--- src/rtl/factor_pkg.sv ---
// Shared constants, state encoding and prime lookup for the trial-division factoriser.
package factor_pkg;

  localparam int NPRIME = 9;
  localparam logic [3:0] FIDX_DASH  = 4'h0;
  localparam logic [3:0] FIDX_BLANK = 4'hF;
  localparam logic [4:0] PRIME_TBL [1:9] = '{5'd2, 5'd3, 5'd5, 5'd7, 5'd11, 5'd13, 5'd17, 5'd19, 5'd23};

  typedef enum logic [2:0] {IDLE, LOAD, DIV, SHOW, FIN} state_e;

  // Out-of-range indices map to 0; the FSM never starts the divider with them.
  function automatic logic [4:0] prime_of(input logic [3:0] k);
    logic [4:0] p;
    p = 5'd0;
    for (int i = 1; i <= NPRIME; i++)
      if (k == 4'(i)) p = PRIME_TBL[i];
    return p;
  endfunction

endpackage

--- src/rtl/prime_divider.sv ---
// Serial restoring divider: WIDTH-bit dividend by a 5-bit divisor, one quotient bit per cycle.
module prime_divider #(
  parameter int WIDTH = 8
) (
  input  logic             CLK,
  input  logic             nRST,
  input  logic             GO,
  input  logic [WIDTH-1:0] DIVIDEND,
  input  logic [4:0]       DIVISOR,
  output logic [WIDTH-1:0] QUO,
  output logic [4:0]       REM,
  output logic             RDY
);

  localparam int CW = $clog2(WIDTH + 1);

  logic [4:0]    dsr;
  logic [CW-1:0] cnt;
  logic [5:0]    trial;

  // QUO doubles as the dividend shift register; quotient bits enter from the right.
  always_comb trial = {REM, QUO[WIDTH-1]};

  always_ff @(posedge CLK or negedge nRST) begin
    if (!nRST) begin
      QUO <= '0;
      REM <= '0;
      dsr <= '0;
      cnt <= '0;
      RDY <= 1'b0;
    end else if (GO) begin
      QUO <= DIVIDEND;
      REM <= '0;
      dsr <= DIVISOR;
      cnt <= CW'(WIDTH);
      RDY <= 1'b0;
    end else if (cnt != '0) begin
      if (trial >= {1'b0, dsr}) begin
        REM <= 5'(trial - {1'b0, dsr});
        QUO <= {QUO[WIDTH-2:0], 1'b1};
      end else begin
        REM <= trial[4:0];
        QUO <= {QUO[WIDTH-2:0], 1'b0};
      end
      cnt <= cnt - 1'b1;
      if (cnt == CW'(1)) RDY <= 1'b1;
    end
  end

endmodule

--- src/rtl/prime_factor_seq.sv ---
// Trial-division factoriser emitting one prime index per factor, each held DWELL cycles.
// Optional FCNT factor counter output when FACTOR_COUNT_EN is defined.
module prime_factor_seq
  import factor_pkg::*;
#(
  parameter int WIDTH = 8,
  parameter int DWELL = 50_000_000
) (
  input  logic             CLK,
  input  logic             nRST,
  input  logic             START,
  input  logic [WIDTH-1:0] NUM,
  output logic [3:0]       FIDX,
  output logic             VALID,
  output logic             BUSY,
  output logic             DONE
`ifdef FACTOR_COUNT_EN
  ,
  output logic [3:0]       FCNT
`endif
);

  localparam int DW = $clog2(DWELL + 1);

  state_e           state;
  logic [WIDTH-1:0] n;
  logic [3:0]       k;
  logic             first;
  logic             fin_flag;
  logic [DW-1:0]    dwell;
  logic             go;
  logic [WIDTH-1:0] dv_quo;
  logic [4:0]       dv_rem;
  logic             dv_rdy;
  logic             n_low;
  logic             k_over;

  always_comb begin
    n_low  = (n < WIDTH'(2));
    k_over = (k > 4'(NPRIME));
    go     = (state == LOAD) && !n_low && !k_over;
  end

  prime_divider #(.WIDTH(WIDTH)) u_div (
    .CLK      (CLK),
    .nRST     (nRST),
    .GO       (go),
    .DIVIDEND (n),
    .DIVISOR  (prime_of(k)),
    .QUO      (dv_quo),
    .REM      (dv_rem),
    .RDY      (dv_rdy)
  );

  always_ff @(posedge CLK or negedge nRST) begin
    if (!nRST) begin
      state    <= IDLE;
      FIDX     <= FIDX_BLANK;
      VALID    <= 1'b0;
      BUSY     <= 1'b0;
      DONE     <= 1'b0;
      n        <= '0;
      k        <= 4'd1;
      first    <= 1'b0;
      fin_flag <= 1'b0;
      dwell    <= '0;
    end else begin
      DONE <= 1'b0;
      case (state)
        IDLE: if (START) begin
          n        <= NUM;
          k        <= 4'd1;
          BUSY     <= 1'b1;
          first    <= 1'b1;
          fin_flag <= 1'b0;
          state    <= LOAD;
        end
        // A dash covers both "nothing to factor" and "leftover prime above 23".
        LOAD: begin
          if ((n_low && first) || (!n_low && k_over)) begin
            FIDX     <= FIDX_DASH;
            VALID    <= 1'b1;
            dwell    <= DW'(DWELL);
            fin_flag <= 1'b1;
            state    <= SHOW;
          end else if (n_low) begin
            DONE  <= 1'b1;
            BUSY  <= 1'b0;
            state <= FIN;
          end else begin
            state <= DIV;
          end
        end
        DIV: if (dv_rdy) begin
          if (dv_rem == 5'd0) begin
            n     <= dv_quo;
            FIDX  <= k;
            VALID <= 1'b1;
            dwell <= DW'(DWELL);
            first <= 1'b0;
            state <= SHOW;
          end else begin
            k     <= k + 4'd1;
            state <= LOAD;
          end
        end
        SHOW: begin
          if (dwell == DW'(1)) begin
            VALID <= 1'b0;
            if (fin_flag) begin
              DONE  <= 1'b1;
              BUSY  <= 1'b0;
              state <= FIN;
            end else begin
              state <= LOAD;
            end
          end else begin
            dwell <= dwell - 1'b1;
          end
        end
        FIN:     state <= IDLE;
        default: state <= IDLE;
      endcase
    end
  end

`ifdef FACTOR_COUNT_EN
  always_ff @(posedge CLK or negedge nRST) begin
    if (!nRST)
      FCNT <= 4'd0;
    else if (state == IDLE && START)
      FCNT <= 4'd0;
    else if (state == DIV && dv_rdy && dv_rem == 5'd0 && FCNT != 4'hF)
      FCNT <= FCNT + 4'd1;
  end
`endif

endmodule

--- config.mk ---
export PLATFORM = sky130hd
export DESIGN_NAME = prime_factor_seq
export DESIGN_NICKNAME = d
export VERILOG_FILES = /design/src/rtl/factor_pkg.sv /design/src/rtl/prime_divider.sv /design/src/rtl/prime_factor_seq.sv
export SDC_FILE = /design/constraint.sdc
export NUM_CORES = 1
export LEC_CHECK = 0
export BUFFER_PORTS_ARGS = -buffer_cell sky130_fd_sc_hd__buf_2
export CORE_UTILIZATION = 25
export DETAILED_ROUTE_END_ITERATION = 6
export PLACE_DENSITY = 0.44
export SLEW_MARGIN = 0
export SYNTH_ARGS = -nofsm -noshare
export SYNTH_HDL_FRONTEND = slang
export SYNTH_SLANG_ARGS = --single-unit
--- constraint.sdc ---
create_clock -name CLK -period 7.5 [get_ports CLK]
set_input_delay 1.125 -clock CLK [delete_from_list [all_inputs] [get_ports CLK]]
set_output_delay 1.125 -clock CLK [all_outputs]
set_load 0.05 [all_outputs]
==> impl_metrics.env <==
export IMPL_status="completed"
export IMPL_die_h_um=132.1
export IMPL_numCtsBuffers=9
export IMPL_synth_top_area_frac=0.4019
export IMPL_clock_sinks=73
export IMPL_p_leak_uw=0.002058
export IMPL_cp_top_family="compound AO/OA/AOI/OAI gates"
export IMPL_path_max_fanout=24
export IMPL_routedWlPerCell_um=14.61
export IMPL_synth_cell_type_count=66
export IMPL_cts_tree="done"
export IMPL_drt_total_wl_mm=10.08
export IMPL_setup_violations=0
export IMPL_synth_enable_flop_cells=0
export IMPL_cts_hold_buf=0
export IMPL_vias=3357
export IMPL_ioPinCount=18
export IMPL_rows=47
export IMPL_clock_latency_ps=340
export IMPL_antenna_found_initial=0
export IMPL_muxShareOfSynthArea=0.06442
export IMPL_tns_ps=0
export IMPL_slew_viol_final=0
export IMPL_cp_required_ps=7730
export IMPL_grt_pass1_vias=3362
export IMPL_synth_area_leaders="dfrtp_1 40%, mux2i_1 5.9%, o21ai_0 5.9%"
export IMPL_synthAdderAreaFrac=0.04610
export IMPL_cp_data_arrival_time_ps=2990
export IMPL_initial_utilization=0.2553
export IMPL_dr_pass1_iters=4
export IMPL_hold_violations=0
export IMPL_ir_drop_mv=0.1391
export IMPL_layout_commonest_cell="dfrtp_1"
export IMPL_cts_resized=0
export IMPL_dieWidth_um=132.1
export IMPL_synth_top_area_cell="dfrtp_1"
export IMPL_grtUsageTotal=0.1264
export IMPL_max_cap_viol_count=0
export IMPL_clockRootBuffer="clkbuf_16"
export IMPL_syn_instance_count=456
export IMPL_drive_above_1_share=0.1277
export IMPL_place_congestion=0.7731
export IMPL_start_kind="register"
export IMPL_fin_crit_ps=2758
export IMPL_ant_nets=0
export IMPL_slowest_stage="a2111oi_0"
export IMPL_slowest_delay_ps=690
export IMPL_synthSimpleGateAreaFrac=0.2296
export IMPL_skew_ps=7.775
export IMPL_postCtsSetupRepairBufs=0
export IMPL_synth_compound_area_frac=0.1791
export IMPL_syn_num_nets=482
export IMPL_grt_max_degree=74
export IMPL_slew_headroom=0.3469
export IMPL_mostFrequentLayoutCells="68 x dfrtp_1, 50 x nand2_1, 50 x o21ai_0, 35 x nor2_1, 25 x mux2i_1"
export IMPL_ys_seq_area_frac=0.4329
export IMPL_drt_iter0_drc=193
export IMPL_synth_xor_area_frac=0.008274
export IMPL_synth_seq_cells=73
export IMPL_max_clock_path_buffers=2
export IMPL_fin_crit_sh=0.3678
export IMPL_ys_async_sr_fraction=1.000
export IMPL_worst_setup_path_type="reg -> reg"
export IMPL_fp_coreArea_mm2=0.01658
export IMPL_yosys_warnings=0
export IMPL_timing_fmax_mhz=362.5
export IMPL_final_nets=492
export IMPL_port_buffers=17
export IMPL_htree_num_levels=3
export IMPL_grt_pass1_wl_mm=17.48
export IMPL_drt_vias_per_instance=4.865
export IMPL_cp_end_kind="register"
export IMPL_worstMarginPinSlew_ps=979.6
export IMPL_hpwl_mm=7.138
export IMPL_drc=0
export IMPL_rsz0062_at_grt="false"
export IMPL_path_buf_inv=2
export IMPL_worstPathCellList="inv_1 > ha_1 > o21ba_2 > a2111oi_0 > nor3_2 > buf_4 > o311a_1 > a31o_1"
export IMPL_min_path_type="reg -> reg"
export IMPL_ys_flop_type="dfrtp_1"
export IMPL_netlist_area_mm2=0.004234
export IMPL_antenna_cells=0
export IMPL_syn2layout_area_growth_pct=14.83
export IMPL_final_area_mm2=0.004862
export IMPL_cellPowerDensity_mw_per_mm2=411.0
export IMPL_dieArea_mm2=0.01746
export IMPL_clk_pin_slew_ps=60
export IMPL_synth_top_family_by_area="simple AND/OR/NAND/NOR gates"
export IMPL_gr_total_overflow=0
export IMPL_placed_area_mm2=0.004529
export IMPL_syn_avg_cell_area_um2=9.285
[cells by family (layout without fill, tap and decap cells)]
kind of cell / after synthesis / after routing
XOR/XNOR: 4 / 4
adder cells (fa/ha/maj): 15 / 15
buffers and inverters: 40 / 54
AND/OR/NAND/NOR: 180 / 180
flip-flops: 73 / 73
AO/OA/AOI/OAI: 117 / 117
multiplexers: 27 / 27
[flip-flops by register name (all words and copies together), names as in the netlist]
signal,count
dwell,26
n,8
u_div.QUO,8
u_div.REM,5
u_div.dsr,5
FIDX,4
k,4
u_div.cnt,4
state,3
BUSY,1
DONE,1
VALID,1
fin_flag,1
first,1
u_div.RDY,1
[metrics by stage]
stage               hold WS [ps]  instances  setup slack (ps)  power (µW)    util
global placement           467.4        675              4675        1511  0.2731
CTS                        484.4        690              4746        2025  0.2932
global route               500.8        690              4450        2178  0.2932
detailed placement         471.0        675              4689        1526  0.2731
finish                     481.3        690              4742        1998  0.2932
floorplan                  449.8        456              5164        1318       -
[final cells by class]
class,instances,area (µm²)
Clock buffer,9,225.2
Clock inverter,6,107.6
Fill cell,1768,11720
Inverter,20,75.07
Multi-Input combinational cell,343,2243
Sequential cell,73,1833
Tap cell,220,275.3
Timing Repair Buffer,19,102.6
[power breakdown]
group          internal [µW]  total (µW)  switching (µW)  leakage [µW]
clock                    322         489             167      0.000161
sequential               566         727             162      0.000889
combinational            330         782             452       0.00101
total                   1220        2000             781       0.00206
[layer usage]
metal / up-vias / share of wire / GRT usage
met5: - / 0 / 0
met4: 0 / 0.020 / 0.04974
met3: 15 / 0.024 / 0.02576
met2: 39 / 0.47 / 0.2025
met1: 1630 / 0.49 / 0.1667
li1: 1673 / - / -
[final timing paths]
kind / from / endpoint / slack, ps / cells past startpoint
hold reg to reg: n[0] / n[0] / 480 / 2
hold / removal: n[0] / n[0] / 480 / 2
min in group asynchronous: nRST / DONE / 960 / 1
setup / recovery: k[0] / dwell[3] / 4740 / 8
max in group asynchronous: nRST / dwell[4] / 5920 / 1
setup reg to reg: k[0] / dwell[3] / 4740 / 8
[Yosys cell counts (all sizes together), types with 5 or more instances]
library cell and number:
nand2 50, and2 7, clkbuf 13, ha 14, dfstp 5, buf 7, and3 5, or4 10
nand3b 5, nor2 35, a21oi 22, nand2b 11, nor3 8, and4 5, nand3 12, nor4 5
or3 8, o21ai 51, o31ai 5, a31oi 9, mux2i 25, dfrtp 68, inv 20
[tightest hold or removal path, delay by kind of cell (launching register included)]
family	cells	cell delay (ps)
AO/OA/AOI/OAI	1	60
AND/OR/NAND/NOR	1	50
flip-flops	1	340
No activity file was read; power rests on OpenSTA's default activity.
